--- config.mk ---
export PLATFORM = sky130hd
export DESIGN_NAME = debounced_logic_unit
export DESIGN_NICKNAME = d
export VERILOG_FILES = /design/src/rtl/debounced_logic_unit.sv
export SDC_FILE = /design/constraint.sdc
export NUM_CORES = 1
export LEC_CHECK = 0
export ABC_AREA = 1
export CORE_MARGIN = 3
export CORE_UTILIZATION = 60
export DETAILED_ROUTE_END_ITERATION = 10
export GPL_TIMING_DRIVEN = 0
export PLACE_DENSITY = 0.79
export SYNTH_ARGS = -nofsm -noshare
export SYNTH_HDL_FRONTEND = slang
export SYNTH_SLANG_ARGS = --single-unit
--- constraint.sdc ---
create_clock -name iCLK -period 2.3 [get_ports iCLK]
set_clock_uncertainty 0.15 [all_clocks]
set_input_delay 0.23 -clock iCLK [delete_from_list [all_inputs] [get_ports iCLK]]
set_output_delay 0.23 -clock iCLK [all_outputs]
set_load 0.01 [all_outputs]
--- src/rtl/debounced_logic_unit.sv ---
// ---------------------------------------------------------------------------
// debounced_logic_unit
//
// Takes two WIDTH-bit operand vectors straight from header pins, runs every
// bit through a two-flop synchroniser and a counter-based debouncer, then
// applies a runtime-selectable bitwise logic function to the debounced
// operands. The result is registered and drives header pins, alongside a
// one-cycle change strobe and a wrapping change-event counter.
//
// Ports:
//   iCLK      - system clock (48 MHz board clock)
//   iRESETn   - asynchronous active-low reset
//   iA, iB    - raw asynchronous operand pins, WIDTH bits each
//   iMODE     - function select, synchronous to iCLK
//                 0 ~A   1 ~B   2 A&B   3 A|B
//                 4 A^B  5 NAND 6 NOR   7 XNOR
//   oY        - registered result, WIDTH bits
//   oCHANGED  - one-cycle pulse in the cycle oY holds a new value
//   oCOUNT    - number of oY changes since reset, EVT_W bits, wraps
// ---------------------------------------------------------------------------
module debounced_logic_unit #(
    parameter int WIDTH           = 2,
    parameter int DEBOUNCE_CYCLES = 48000,
    parameter int CNT_W           = 16,
    parameter int EVT_W           = 8
) (
    input  logic             iCLK,
    input  logic             iRESETn,
    input  logic [WIDTH-1:0] iA,
    input  logic [WIDTH-1:0] iB,
    input  logic [2:0]       iMODE,
    output logic [WIDTH-1:0] oY,
    output logic             oCHANGED,
    output logic [EVT_W-1:0] oCOUNT
);

    // Both operands share one bank of synchronisers and debouncers:
    // bits [WIDTH-1:0] carry A, bits [2*WIDTH-1:WIDTH] carry B.
    localparam int NBITS = 2 * WIDTH;
    localparam logic [CNT_W-1:0] CNT_LAST = CNT_W'(DEBOUNCE_CYCLES - 1);

    logic [NBITS-1:0] raw_bits;
    logic [NBITS-1:0] sync_meta;
    logic [NBITS-1:0] sync_bits;
    logic [NBITS-1:0] stable_bits;
    logic [CNT_W-1:0] db_cnt [NBITS];

    logic [WIDTH-1:0] deb_a;
    logic [WIDTH-1:0] deb_b;
    logic [WIDTH-1:0] y_next;

    assign raw_bits = {iB, iA};
    assign deb_a    = stable_bits[WIDTH-1:0];
    assign deb_b    = stable_bits[NBITS-1:WIDTH];

    // Two-flop synchroniser per pin. The second flop is the only one the
    // rest of the design looks at; the first may go metastable.
    always_ff @(posedge iCLK or negedge iRESETn) begin
        if (!iRESETn) begin
            sync_meta <= '0;
            sync_bits <= '0;
        end else begin
            sync_meta <= raw_bits;
            sync_bits <= sync_meta;
        end
    end

    // Per-bit debouncer. The counter only runs while the synchronised value
    // disagrees with the accepted one; any agreement clears it, so a level
    // is accepted only after DEBOUNCE_CYCLES consecutive disagreeing
    // samples. Acceptance happens on the sample where the counter already
    // sits at DEBOUNCE_CYCLES-1, which also makes DEBOUNCE_CYCLES=1 a plain
    // one-cycle follower.
    always_ff @(posedge iCLK or negedge iRESETn) begin
        if (!iRESETn) begin
            stable_bits <= '0;
            for (int i = 0; i < NBITS; i++) begin
                db_cnt[i] <= '0;
            end
        end else begin
            for (int i = 0; i < NBITS; i++) begin
                if (sync_bits[i] == stable_bits[i]) begin
                    db_cnt[i] <= '0;
                end else if (db_cnt[i] == CNT_LAST) begin
                    stable_bits[i] <= sync_bits[i];
                    db_cnt[i]      <= '0;
                end else begin
                    db_cnt[i] <= db_cnt[i] + CNT_W'(1);
                end
            end
        end
    end

    // Bitwise function of the debounced operands. The mode input is used
    // directly since it is already synchronous and is intentionally not
    // debounced.
    always_comb begin
        y_next = '0;
        case (iMODE)
            3'd0:    y_next = ~deb_a;
            3'd1:    y_next = ~deb_b;
            3'd2:    y_next = deb_a & deb_b;
            3'd3:    y_next = deb_a | deb_b;
            3'd4:    y_next = deb_a ^ deb_b;
            3'd5:    y_next = ~(deb_a & deb_b);
            3'd6:    y_next = ~(deb_a | deb_b);
            3'd7:    y_next = ~(deb_a ^ deb_b);
            default: y_next = '0;
        endcase
    end

    // Output register with change detection. Comparing the new value against
    // the current oY yields a single strobe however many bits flip, and the
    // event counter advances on the same edge so it always equals the number
    // of strobes seen so far.
    always_ff @(posedge iCLK or negedge iRESETn) begin
        if (!iRESETn) begin
            oY       <= '0;
            oCHANGED <= 1'b0;
            oCOUNT   <= '0;
        end else begin
            oY       <= y_next;
            oCHANGED <= (y_next != oY);
            if (y_next != oY) begin
                oCOUNT <= oCOUNT + EVT_W'(1);
            end
        end
    end

endmodule

==> impl_results.md, run 1 <==
* Worst-case reg-to-reg path depth at 11
* CP endpoint: oCOUNT[4]
* CP arrival at 2.01 ns
* Cell Area, Placed at 5070 µm²
* Number of antenna violations at the first check in global routing at 0
* Synth unique cells at 37
* Cts bufs inserted at 9
* Post-synth top area share at 0.458
* Area Overhead vs Synth at 11.1%
* CTS Buffer Depth at 2
* Post-route clock period utilization at 0.835
* GR peak layer: met2
* Largest area contributor in the netlist: dfrtp_1
* Seq/Total Area, Yosys at 0.458
* Clock Tree Root: clkbuf_8
* Post-DP HPWL at 6.58 mm
* Worst slew pin tran at 0.534 ns
* Net Count, Synth at 570
* Row count at 31
* Lkg Pwr at 0.00240 µW
* #FFs+latches synth at 87
* H-tree Lvls at 3
* Final slew viol count at 0
* CORE AREA at 7490 µm²
* Tot GR Track Use at 0.229
* Drt drc at 0
* Setup Slack @ Placement at 0.291 ns
* Final hold violations at 0
* Critical path class: reg2reg
* Crit path from: stable_bits[0]
* Worst flop-to-flop path startpoint: stable_bits[0]
* Worst min-delay path class: in2reg
* Final setup margin at 0.378 ns
* Initial DRC count at 195
* Final #Nets at 600
* Vias in the first global route at 3599
* Status: finished clean
* Power density cells at 617 nW/µm²
* IO Pins at 20
* Hold Slack at 0.132 ns
* First-pass GRT wire length at 16.4 mm
* Gpl congestion at 0.860
* Final setup vio count at 0
* Clk sinks at 87
* CTS clk-pin slew, worst paths at 0.09 ns
* Req. time, crit path at 2.39 ns
* Most common cell in the netlist: dfrtp_1
* Die Ht at 95.0 µm
* Synth area leaders: dfrtp_1 46%, nand2_1 6.8%, inv_1 5.3%, nor2_1 5.0%, nand3_1 4.8%
* Max_cap viols at 0
* RSZ-0062 raised after global routing: no
* Max-Slew Margin vs Limit at 0.644
* Initial Util at 0.635
* Startpoint Class: register
* DR pass1 iterations at 5
* Tmin final at 1.92 ns
* Fmax at 520 MHz
* Warnings from Yosys at 0
* Vias at 3691
* Post-route ant nets at 0
* Synth Instances at 552
* CTS tree: done
* Post_cts resized at 0
* Chip width at 95.0 µm
* Syn Std Cell Area at 4750 µm²
* Hold Crit Depth at 4
* RR Endpoint: oCOUNT[4]
* Tot Pwr at 3260 µW
* M3 GR Usage at 0.0382
* Worst-Skew Late Latency at 0.35 ns
* Primary FF master, synth: dfrtp_1
* GRT overflow at 0
* Number of port buffers at 17
* Layout cells sized above 1 at 0.150
* Number of flops mapped to enable cells by yosys at 0
* Ant. Diodes at 0
* Critical Path End Type: register
* Routed WL at 8.99 mm
* M2 GR Usage at 0.374
* Final Util at 0.705
* Met1 Track Usage GR at 0.310
* Drt wl/cell at 13.1 µm
* Syn Area/Cell at 8.61 µm²
* DIE AREA at 9030 µm²
* Most frequent cells after synthesis: 87 x dfrtp_1, 86 x nand2_1, 67 x inv_1
* Register-to-register setup slack at 0.38 ns
* Peak VDD IR at 332 µV
* Async SR Flop Fraction at 1.00
* Worst Path Max Fanout at 9
* Largest net degree at the start of global routing at 48
* Via/cell ratio at 5.39
* Post-layout instance area at 5280 µm²
routing by layer:
layer	part of all wire	vias to the layer above
met4	0.016	0
li1	-	1862
met2	0.49	78
met3	0.042	18
met1	0.45	1733
met5	0	-
logic make-up (layout without fill, tap and decap cells):
group | Yosys count | in the layout | share of synthesized area
DFF | 87 | 87 | 0.458
AOI/OAI and AO/OA | 38 | 38 | 0.0450
and+or+nand+nor | 310 | 310 | 0.348
xor gates and xnor gates | 24 | 24 | 0.0442
adders and majority gates | 9 | 9 | 0.0237
buffers and inverters | 80 | 114 | 0.0708
muxes | 4 | 4 | 0.0103
worst min-delay path by stage:
stage	from	to	slack, ns
after floorplan	iRESETn	db_cnt[0]	-0.22
after global placement	sync_meta[2]	sync_bits[2]	0.18
after detailed placement	iRESETn	db_cnt[40]	0.1
after CTS	iMODE[0]	oY[0]	0.13
after global routing	iB[1]	sync_meta[3]	0.15
final	iMODE[0]	oY[0]	0.13
worst max-delay path, cell delays in order, from the launching register on:
cell and delay, ns:
dfrtp_1 0.41, inv_1 0.09, ha_1 0.29, inv_1 0.05, nand4_1 0.06, o21ai_1 0.06
nor2_1 0.15, nand4_1 0.17, nand2_4 0.17, nand2_4 0.10, nand2_1 0.07, nand2_1 0.04
stage by stage:
| step | instances | TNS, ns |
|---|---|---|
| 2_1_floorplan | 552 | 0 |
| 3_3_place_gp | 668 | -193.33 |
| 3_5_place_dp | 669 | 0 |
| 4_1_cts | 685 | 0 |
| 5_1_grt | 685 | 0 |
| 6_report | 685 | 0 |
flip-flops by register name, indices dropped and copies added (netlist names):
signal	cells
sync_bits	4
oCOUNT	8
stable_bits	4
oY	2
sync_meta	4
db_cnt	64
oCHANGED	1
repair_timing:
item	in CTS	in global routing
hold endpoints to repair	40	0
hold buffers	1	0
setup buffers	0	0
cell usage in the layout, fill, tap and decap left out, types with 5 or more instances in the layout:
cell type        netlist  routed
nor3b_2                5       5
nand3_1               46      46
nor2_2                11      11
xor2_1                17      17
nor3_1                21      21
clkdlybuf4s50_1        0      16
xnor2_1                7       7
clkbuf_8               0      11
ha_1                   9       9
nor2_1                63      63
nand4_1               16      16
inv_1                 67      67
nand2_1               86      86
nor3_2                10      10
inv_2                  6       6
o21a_1                 7       7
nor4_1                 5       5
a21oi_1               18      18
nand2_2               11      11
dfrtp_1               87      87
nand3_2                9       9
nor3b_1               12      12
o21ai_0                7       7
cell type report:
class	instances	area [µm²]
buffer	5	50.0
clock buffer	12	155
clock inverter	3	42.5
fill	570	2210
inverter	75	287
multi-input combinational	385	2240
sequential	87	2180
tap	99	124
timing repair buffer	19	205
report_power, final:
group	switching, µW	internal [µW]	leakage [µW]	total, µW
Clock	529	555	0.0000985	1080
Sequential	101	1610	0.00117	1710
Combinational	239	225	0.00113	464
Note: power is estimated with default switching activity, not from simulation.
==> run 2: changes to the inputs <==
==> constraint.sdc (replaced) <==
create_clock -name iCLK -period 1.8 [get_ports iCLK]
set_clock_uncertainty 0.15 [all_clocks]
set_input_delay 0.18 -clock iCLK [delete_from_list [all_inputs] [get_ports iCLK]]
set_output_delay 0.18 -clock iCLK [all_outputs]
set_load 0.01 [all_outputs]
==> run 2 against run 1 <==
  * The flow now finishes with violations (setup timing)
  * Critical path type unchanged
  * Largest power group unchanged
  * Worst hold slack worse by 0.041 ns
  * Non-clock buffer count is 24 higher
  * Flip-flop and latch count stayed put
  * Critical endpoint is now oCOUNT[6]
==> impl_results.md, run 2 (synthesis gave the netlist of run 1 again) <==
* IO Pins at 20
* Via/cell ratio at 5.52
* Lkg Pwr at 0.00256 µW
* Tot GR Track Use at 0.241
* Worst Path Max Fanout at 6
* Tmin final at 1.87 ns
* Fmax at 534 MHz
* Drt wl/cell at 14.2 µm
* Worst min-delay path class: in2reg
* Most common cell after layout, fill and taps aside: dfrtp_1
* RSZ-0062 raised after global routing: yes
* Worst-Skew Late Latency at 0.36 ns
* Hold Crit Depth at 4
* Worst flop-to-flop path startpoint: stable_bits[0]
* Initial Util at 0.635
* Largest net degree at the start of global routing at 48
* Routed WL at 10.1 mm
* Max reg flops at 64
* Setup_tns at -0.387 ns
* Fill count at 498
* Final setup margin at -0.0740 ns
* Tot Pwr at 4280 µW
* Critical path class: reg2reg
* Die Ht at 95.0 µm
* Post-DP HPWL at 6.58 mm
* CTS clk-pin slew, worst paths at 0.08 ns
* Max_cap viols at 0
* CTS tree: done
* Power density cells at 751 nW/µm²
* Cts bufs inserted at 9
* Drt drc at 0
* Row count at 31
* Number of port buffers at 17
* Largest regs: db_cnt: 64 flops, oCOUNT: 8 flops
* DIE AREA at 9030 µm²
* Number of antenna violations at the first check in global routing at 0
* First-pass GRT wire length at 17.2 mm
* CP arrival at 2.01 ns
* Setup Slack @ Placement at -0.159 ns
* Hold endpoint: oY[1]
* Hold Startpoint: iMODE[0]
* DR pass1 iterations at 5
* Post-route clock period utilization at 1.04
* Chip width at 95.0 µm
* Peak VDD IR at 441 µV
* Startpoint Class: register
* Final #Nets at 629
* Status: finished with violations
* Layout cells sized above 1 at 0.234
* Cell Area, Placed at 5070 µm²
* Vias at 3939
* Final hold violations at 0
* Post-route ant nets at 0
* GRT overflow at 0
* Clock Tree Root: clkbuf_8
* GR peak layer: met2
* Final slew viol count at 0
* Most flop-heavy register: db_cnt
* Failing checks: setup timing
* Worst-case reg-to-reg path depth at 13
* M2 GR Usage at 0.395
* Final setup vio count at 8
* RR Endpoint: oCOUNT[6]
* Initial DRC count at 226
* CTS Buffer Depth at 2
* Clk sinks at 87
* Area Overhead vs Synth at 19.8%
* H-tree Lvls at 3
* Vias in the first global route at 3750
* Most frequent cells in the layout: 85 x dfrtp_1, 82 x nand2_1, 61 x inv_1
* Ant. Diodes at 0
* Gpl congestion at 0.860
* Req. time, crit path at 1.94 ns
* Post-layout instance area at 5700 µm²
* CORE AREA at 7490 µm²
* Met1 Track Usage GR at 0.323
* Worst slew pin tran at 0.540 ns
* Max-Slew Margin vs Limit at 0.640
* Register-to-register setup slack at -0.07 ns
* M3 GR Usage at 0.0406
* Critical Path End Type: register
[run 2: changes by cell type in the layout (fill, tap and decap cells not counted), moves of 4 or more]
cell	delta
nor2_4	+6
inv_1	-6
nand3_1	-4
nand2_1	-4
ha_4	+5
inv_2	+6
nand3_4	+4
ha_1	-6
nand2_4	+5
buf_4	+23
nor2_1	-4
[run 2: worst max-delay path by stage]
| stage | cells after the start | start | end |
|---|---|---|---|
| final | 13 | stable_bits[0] | oCOUNT[6] |
| after detailed placement | 10 | iMODE[1] | oCOUNT[0] |
| after CTS | 11 | stable_bits[1] | oCOUNT[3] |
| after global placement | 1 | iRESETn | db_cnt[58] |
| after global routing | 13 | stable_bits[1] | oCOUNT[4] |
| after floorplan | 11 | stable_bits[0] | oCOUNT[2] |
[run 2: what timing repair did]
item                       CTS  global route
setup endpoints to repair   12            52
buffers inserted            10            13
resized for setup           16            30
pin swaps                    6            10
hold endpoints to repair    40             0
hold buffers                 1             0
gates cloned                 4             2
[run 2: per-stage QoR]
stage | hold WS, ns | std cells | utilization
finish | 0.0913 | 714 | 0.761
global route | 0.0989 | 714 | 0.761
CTS | 0.0863 | 699 | 0.728
detailed placement | 0.0480 | 669 | 0.678
global placement | 0.185 | 668 | 0.674
floorplan | -0.266 | 552 | -
[run 2: area by class of cell]
class / count / area [µm²] / share of cell area
Buffer: 5 / 50.0 / 0.00879
Clock buffer: 12 / 155 / 0.0272
Clock inverter: 3 / 42.5 / 0.00747
Inverter: 75 / 287 / 0.0503
Multi-Input combinational cell: 389 / 2470 / 0.433
Sequential cell: 87 / 2180 / 0.383
Tap cell: 99 / 124 / 0.0217
Timing Repair Buffer: 43 / 383 / 0.0672
Timing Repair inverter: 1 / 7.51 / 0.00132
[run 2: layer usage]
layer | vias up | share of wire
li1 | 1931 | -
met1 | 1879 | 0.44
met2 | 109 | 0.50
met3 | 20 | 0.043
met4 | 0 | 0.020
met5 | - | 0
[run 2: worst max-delay path, cell delays in order (launching register included)]
cell and delay (ns):
dfrtp_1 0.38, inv_2 0.06, ha_4 0.26, inv_2 0.03
nand4_1 0.06, o21ai_1 0.06, nor2_1 0.14, buf_4 0.13
nand3_2 0.10, nand2_4 0.09, nand2_4 0.10, nand2_4 0.11
nand2_1 0.07, nand2_1 0.06
[run 2: where the power goes]
group / leakage [µW] / switching (µW) / total, µW / internal, µW
Clock: 0.0000985 / 679 / 1390 / 709
Combinational: 0.00129 / 356 / 689 / 333
Sequential: 0.00117 / 141 / 2200 / 2060
Total: 0.00256 / 1180 / 4280 / 3100
